==> src/rtl/copy_array_pkg.sv <==
// Shared types for the parametrised array copier: one-hot state encoding and copy mode codes.
package copy_array_pkg;

  typedef enum logic [3:0] {
    INI   = 4'b0001,
    PASS1 = 4'b0010,
    PASS2 = 4'b0100,
    DONE  = 4'b1000
  } state_t;

  typedef enum logic [1:0] {
    MODE_STRAIGHT  = 2'b00,
    MODE_NEG_FIRST = 2'b01,
    MODE_POS_FIRST = 2'b10,
    MODE_REVERSE   = 2'b11
  } mode_t;

  function automatic logic single_pass(input mode_t m);
    return (m == MODE_STRAIGHT) || (m == MODE_REVERSE);
  endfunction

endpackage

==> src/rtl/copy_array_match.sv <==
// Decides whether the current element belongs to the class being written in this pass.
module copy_array_match
  import copy_array_pkg::*;
(
  input  logic  neg,
  input  mode_t mode,
  input  logic  pass2,
  output logic  match
);

  // Pass 2 takes the complementary class, which is a single inversion of the pass-1 rule.
  always_comb begin
    match = 1'b1;
    case (mode)
      MODE_NEG_FIRST: match = neg ^ pass2;
      MODE_POS_FIRST: match = ~neg ^ pass2;
      default:        match = 1'b1;
    endcase
  end

endmodule

==> src/rtl/copy_array_partition_param.sv <==
// Copies M into N one element per clock, either straight, reversed, or as a stable sign partition.
//   state | meaning
//   INI   | idle, I/J/Neg_count preset, waiting for Start
//   PASS1 | scan all of M, write the first class (or every element in straight/reverse)
//   PASS2 | rescan M from 0, write the complementary class until N is full
//   DONE  | N complete, Neg_count valid, waiting for Ack
module copy_array_partition_param
  import copy_array_pkg::*;
#(
  parameter int DATA_W = 4,
  parameter int DEPTH  = 10,
  parameter int IDX_W  = $clog2(DEPTH) + 1
) (
  input  logic              Clk,
  input  logic              Resetb,
  input  logic              Start,
  input  logic              Ack,
  input  logic [1:0]        Mode,
  input  logic [DATA_W-1:0] Ms_of_I,
  output logic [IDX_W-1:0]  I,
  output logic [IDX_W-1:0]  J,
  output logic              Ns_of_J_Write,
  output logic              Done,
  output logic [IDX_W-1:0]  Neg_count,
  output logic [3:0]        State
);

  localparam logic [IDX_W-1:0] LAST = IDX_W'(DEPTH - 1);
  localparam logic [IDX_W-1:0] FULL = IDX_W'(DEPTH);
  localparam logic [IDX_W-1:0] ONE  = IDX_W'(1);

  state_t           state, state_nx;
  mode_t            mode_q, mode_nx;
  logic [IDX_W-1:0] i_nx, j_nx, negc_nx;
  logic             neg, match, in_pass, at_last, j_fill;

  assign neg     = Ms_of_I[DATA_W-1];
  assign in_pass = (state == PASS1) || (state == PASS2);
  assign at_last = (state == PASS1 && mode_q == MODE_REVERSE) ? (I == '0) : (I == LAST);
  assign j_fill  = (J + IDX_W'(match)) == FULL;

  copy_array_match u_match (
    .neg   (neg),
    .mode  (mode_q),
    .pass2 (state == PASS2),
    .match (match)
  );

  always_comb begin
    state_nx = state;
    mode_nx  = mode_q;
    i_nx     = I;
    j_nx     = J;
    negc_nx  = Neg_count;
    if (in_pass && match) j_nx = J + ONE;
    case (state)
      INI: begin
        i_nx    = (mode_t'(Mode) == MODE_REVERSE) ? LAST : '0;
        j_nx    = '0;
        negc_nx = '0;
        if (Start) begin
          mode_nx  = mode_t'(Mode);
          state_nx = PASS1;
        end
      end
      PASS1: begin
        if (neg) negc_nx = Neg_count + ONE;
        if (!at_last) begin
          i_nx = (mode_q == MODE_REVERSE) ? I - ONE : I + ONE;
        end else if (single_pass(mode_q) || j_fill) begin
          state_nx = DONE;
        end else begin
          i_nx     = '0;
          state_nx = PASS2;
        end
      end
      PASS2: begin
        // Stop as soon as N is full; the remaining elements all belong to pass 1.
        if (at_last || (match && j_fill)) state_nx = DONE;
        else                              i_nx     = I + ONE;
      end
      DONE: begin
        if (Ack) begin
          state_nx = INI;
          i_nx     = '0;
          j_nx     = '0;
        end
      end
      default: state_nx = INI;
    endcase
  end

  always_ff @(posedge Clk or negedge Resetb) begin
    if (!Resetb) begin
      state     <= INI;
      mode_q    <= MODE_STRAIGHT;
      I         <= '0;
      J         <= '0;
      Neg_count <= '0;
    end else begin
      state     <= state_nx;
      mode_q    <= mode_nx;
      I         <= i_nx;
      J         <= j_nx;
      Neg_count <= negc_nx;
    end
  end

  assign Ns_of_J_Write = in_pass && match;
  assign Done          = (state == DONE);
  assign State         = state;

endmodule
==> config.mk <==
export PLATFORM = sky130hd
export DESIGN_NAME = copy_array_partition_param
export DESIGN_NICKNAME = d
export VERILOG_FILES = /design/src/rtl/copy_array_pkg.sv /design/src/rtl/copy_array_match.sv /design/src/rtl/copy_array_partition_param.sv
export SDC_FILE = /design/constraint.sdc
export NUM_CORES = 1
export LEC_CHECK = 0
export ABC_AREA = 1
export CAP_MARGIN = 5
export CORE_UTILIZATION = 45
export DETAILED_ROUTE_END_ITERATION = 8
export PLACE_DENSITY_LB_ADDON = 0.12
export SYNTH_ARGS = -nofsm -noshare
export SYNTH_HDL_FRONTEND = slang
export SYNTH_SLANG_ARGS = --single-unit
export TNS_END_PERCENT = 1
==> constraint.sdc <==
create_clock -name Clk -period 2.2 [get_ports Clk]
set_input_delay 0.44 -clock Clk [delete_from_list [all_inputs] [get_ports Clk]]
set_output_delay 0.44 -clock Clk [all_outputs]
set_load 0.1 [all_outputs]
==> run_results.csv, run 1 <==
group,metric,value,unit
yosys,yosys.area_share.simple,43.11,%
die,core_area,3390,um2
yosys,ys_seq_elements,21,
critical_path,slowest_stage,"dfstp_4",
yosys,synth_fa_ha_area_share,6.928,%
final_layout,areaGrowthSynthToFinish,37.57,%
global_routing,overflow,0,
yosys,ys_types,31,
placement,gp_congestion,0.8134,
cts,cts_hold_buf,0,
global_routing,grt_pass1_vias,1536,
yosys,synth_compound_area_share,4.080,%
die,rows,21,
drt,drc,0,
global_routing,grt_max_degree,22,
drt,routed_wl,3804,um
yosys,mappedNetlistArea,1625,um2
drt,wl_per_cell,11.81,um
final_layout,final_cell_area,2236,um2
power,total_leakage_power,1.149,nW
cts,cts_inserted_buffers,3,
yosys,synthArstFlopShare,100.0,%
die,die_w,62.10,um
die,io_pins,31,
placement,hpwl,2903,um
critical_path,crit_start,"State[0]$_DFFE_PN1P_",
final_layout,mostFrequentLayoutCells,"53 x nand2_1, 39 x buf_4, 31 x nand3_1",
placement,dp_slack,-436.0,ps
final_layout,final_common_cell,"nand2_1",
placement,port_buffers,27,
yosys,synth_edf_count,0,
cts,cts_sinks,21,
sta,worst_pin_slew,426.2,ps
die,die_area,3856,um2
global_routing,grt_pass1_wl,6734,um
placement,place_area,2126,um2
critical_path,required,2460,ps
cts,clockBufferDepth,2,
sta,fin_crit_sh,103.2,%
critical_path,worst_setup_path_start_kind,"flip-flop",
critical_path,r2r_slack,-70,ps
cts,tritoncts,"yes",
drt,vias_per_cell,5.071,
yosys,syn-num-nets,247,
outcome,status,"complete, but fails checks",
drt,vias,1633,
cts,cts.htree.levels,1,
run,maxCapViolCount,0,
critical_path,rr_worst_depth,17,
critical_path,worstSetupEndpointType,"flip-flop",
sta,rsz0062_at_grt,"yes",
hold_path,hold_path.class,"primary input to asynchronous set/reset pin",
yosys,syn_inst,228,
sta,setup_violations,7,
yosys,yosysSeqAreaShare,32.41,%
critical_path,endpoint,"I[0]$_DFFE_PN0P_",
sta,slew_viol_final,0,
yosys,synth-xor-area-share,4.311,%
die,die_y,62.10,um
critical_path,worstSetupPathType,"flip-flop to flip-flop",
power,powerDensity,1600,nW/um2
yosys,synth_top_family_by_area,"simple AND/OR/NAND/NOR gates",
sta,relSlewSlack,71.59,%
sta,fmax,440.5,MHz
cts,clock-root-buffer,"clkbuf_4",
die,start_util,47.95,%
sta,skew,1.743,ps
sta,fin_ws,-70.27,ps
yosys,ys.flop_type,"dfrtp_1",
power,irDropWorstVdd,0.7959,mV
power,p_total,3.577,mW
final_layout,antennaDiodeCount,0,
final_layout,fin_nets,296,
critical_path,cp_common_cell,"nand2_1",
global_routing,grt_usage,21.69,%
cts,clk_latency,310,ps
drt,antenna_left,0,
critical_path,reg2reg_to,"I[0]$_DFFE_PN0P_",
sta,hold_viol_final,0,
drt,dr.pass1.iters,4,
critical_path,critPathMaxFanout,7,
critical_path,worstPathArrival,2530,ps
placement,placed_cells,313,
critical_path,r2r-start,"State[0]$_DFFE_PN1P_",
critical_path,critPathMaxStageDelay,650,ps
outcome,violations,"setup timing",
cts,clk_pin_slew_worst_paths,120,ps
global_routing,antenna_found_initial,0,
yosys,synth.avg_cell_area,7.129,um2
drt,drt_first_iter_violations,89,
critical_path,worstPathCellList,"inv_4, nand2_4, nor2_4, nand2_2, nand3_2, ha_4, ha_4, inv_2, nor2_2, nand3_1, nor2_1, nand2_1, nand2_2, nand2_4, nand3_4, nand2_1, nand2_1",
sta,min_period,2270,ps
critical_path,critPathTopFamily,"simple AND/OR/NAND/NOR gates",
yosys,synth_mux_area_share,0.6928,%
final_layout,instances_no_fill,322,
critical_path,path_buf_inv,2,
critical_path,crit_cells,17,
final_layout,drive_gt1_share,34.42,%
yosys,yosysWarningCount,0,
[worst min-delay path by stage]
stage / from / endpoint / slack (ps) / cells after the start
after floorplan: Resetb / I[0]$_DFFE_PN0P_ / 140 / 0
after global placement: Neg_count[1]$_DFFE_PN0P_ / Neg_count[1]$_DFFE_PN0P_ / 520 / 2
after detailed placement: Neg_count[1]$_DFFE_PN0P_ / Neg_count[1]$_DFFE_PN0P_ / 530 / 2
after CTS: Resetb / Neg_count[2]$_DFFE_PN0P_ / 460 / 2
after global routing: Resetb / Neg_count[3]$_DFFE_PN0P_ / 480 / 2
final: Resetb / J[3]$_DFF_PN0_ / 460 / 2
[worst register-to-register path, cell delays in order (launching register included)]
cell	delay, ps
dfstp_4	650
inv_4	40
nand2_4	60
nor2_4	40
nand2_2	50
nand3_2	110
ha_4	190
ha_4	260
inv_2	30
nor2_2	80
nand3_1	80
nor2_1	100
nand2_1	80
nand2_2	110
nand2_4	100
nand3_4	100
nand2_1	60
nand2_1	70
[stage by stage]
stage | hold slack [ps] | setup TNS [ps] | util (%)
floorplan | 144.4 | -1589 | -
global placement | 516.0 | -2838 | 62.72
detailed placement | 528.6 | -3102 | 62.72
CTS | 463.1 | -407.7 | 65.41
global route | 479.1 | -1875 | 65.97
finish | 458.8 | -278.7 | 65.97
[power breakdown]
| group | internal [mW] | switching, mW |
|---|---|---|
| Sequential | 0.527 | 0.186 |
| Clock | 0.0680 | 0.125 |
| Combinational | 0.901 | 1.77 |
| Total | 1.50 | 2.08 |
[flip-flops by register name, indices dropped and copies added (netlist names)]
name       flops
I              5
J              5
Neg_count      5
State          4
mode_q         2
[what timing repair did]
action,in CTS,in global routing
pin swaps,14,2
endpoints found under the setup margin,7,9
hold endpoints to repair,0,0
setup buffers,5,0
gates resized for setup,7,7
[synthesized netlist by cell type, types with 2 or more instances]
| library cell | n | area share [%] |
|---|---|---|
| nand2_1 | 58 | 13 |
| nand3_1 | 32 | 9.9 |
| nor2_1 | 23 | 5.3 |
| inv_1 | 21 | 4.9 |
| dfrtp_1 | 20 | 31 |
| nand4_1 | 10 | 3.8 |
| ha_1 | 9 | 6.9 |
| nand2_2 | 7 | 2.7 |
| inv_2 | 6 | 1.4 |
| nand3_2 | 5 | 3.1 |
| a21oi_1 | 4 | 1.2 |
| buf_2 | 4 | 1.2 |
| xnor2_1 | 4 | 2.2 |
| xor2_1 | 4 | 2.2 |
| a211oi_2 | 2 | 1.5 |
| nand2_4 | 2 | 1.4 |
| o21ai_0 | 2 | 0.62 |
| or2_2 | 2 | 0.77 |
[area by class of cell]
cell class | count | area (um2)
well taps | 46 | 57.56
inverters | 28 | 112.6
repair buffers | 50 | 446.7
clock buffers | 3 | 22.52
flip-flops and latches | 21 | 539.3
clock inverters | 1 | 5.005
multi-input cells | 173 | 1052
fillers | 289 | 1154
[kinds of logic after synthesis]
family	after synthesis
AND/OR/NAND/NOR	145
multiplexers	1
adder cells (fa/ha/maj)	9
XOR/XNOR	8
buffers and inverters	34
flip-flops	21
AO/OA/AOI/OAI	10
[per-layer routing]
layer | global-route usage, % | wire length, um | vias to the layer above
li1 | - | - | 840
met1 | 27.41 | 1678 | 745
met2 | 38.87 | 1919 | 46
met3 | 3.493 | 184 | 2
met4 | 4.360 | 22 | 0
met5 | 0 | 0 | -
No activity file was read; power rests on OpenSTA's default activity.
==> inputs of run 2 (changes only) <==
--- a/config.mk
+++ b/config.mk
@@ -10,6 +10,7 @@
 export CORE_UTILIZATION = 45
 export DETAILED_ROUTE_END_ITERATION = 8
 export PLACE_DENSITY_LB_ADDON = 0.12
+export SLEW_MARGIN = 5
 export SYNTH_ARGS = -nofsm -noshare
 export SYNTH_HDL_FRONTEND = slang
 export SYNTH_SLANG_ARGS = --single-unit
==> results of run 2 <==
Final layout, timing and power as in run 1 (identical DEF).
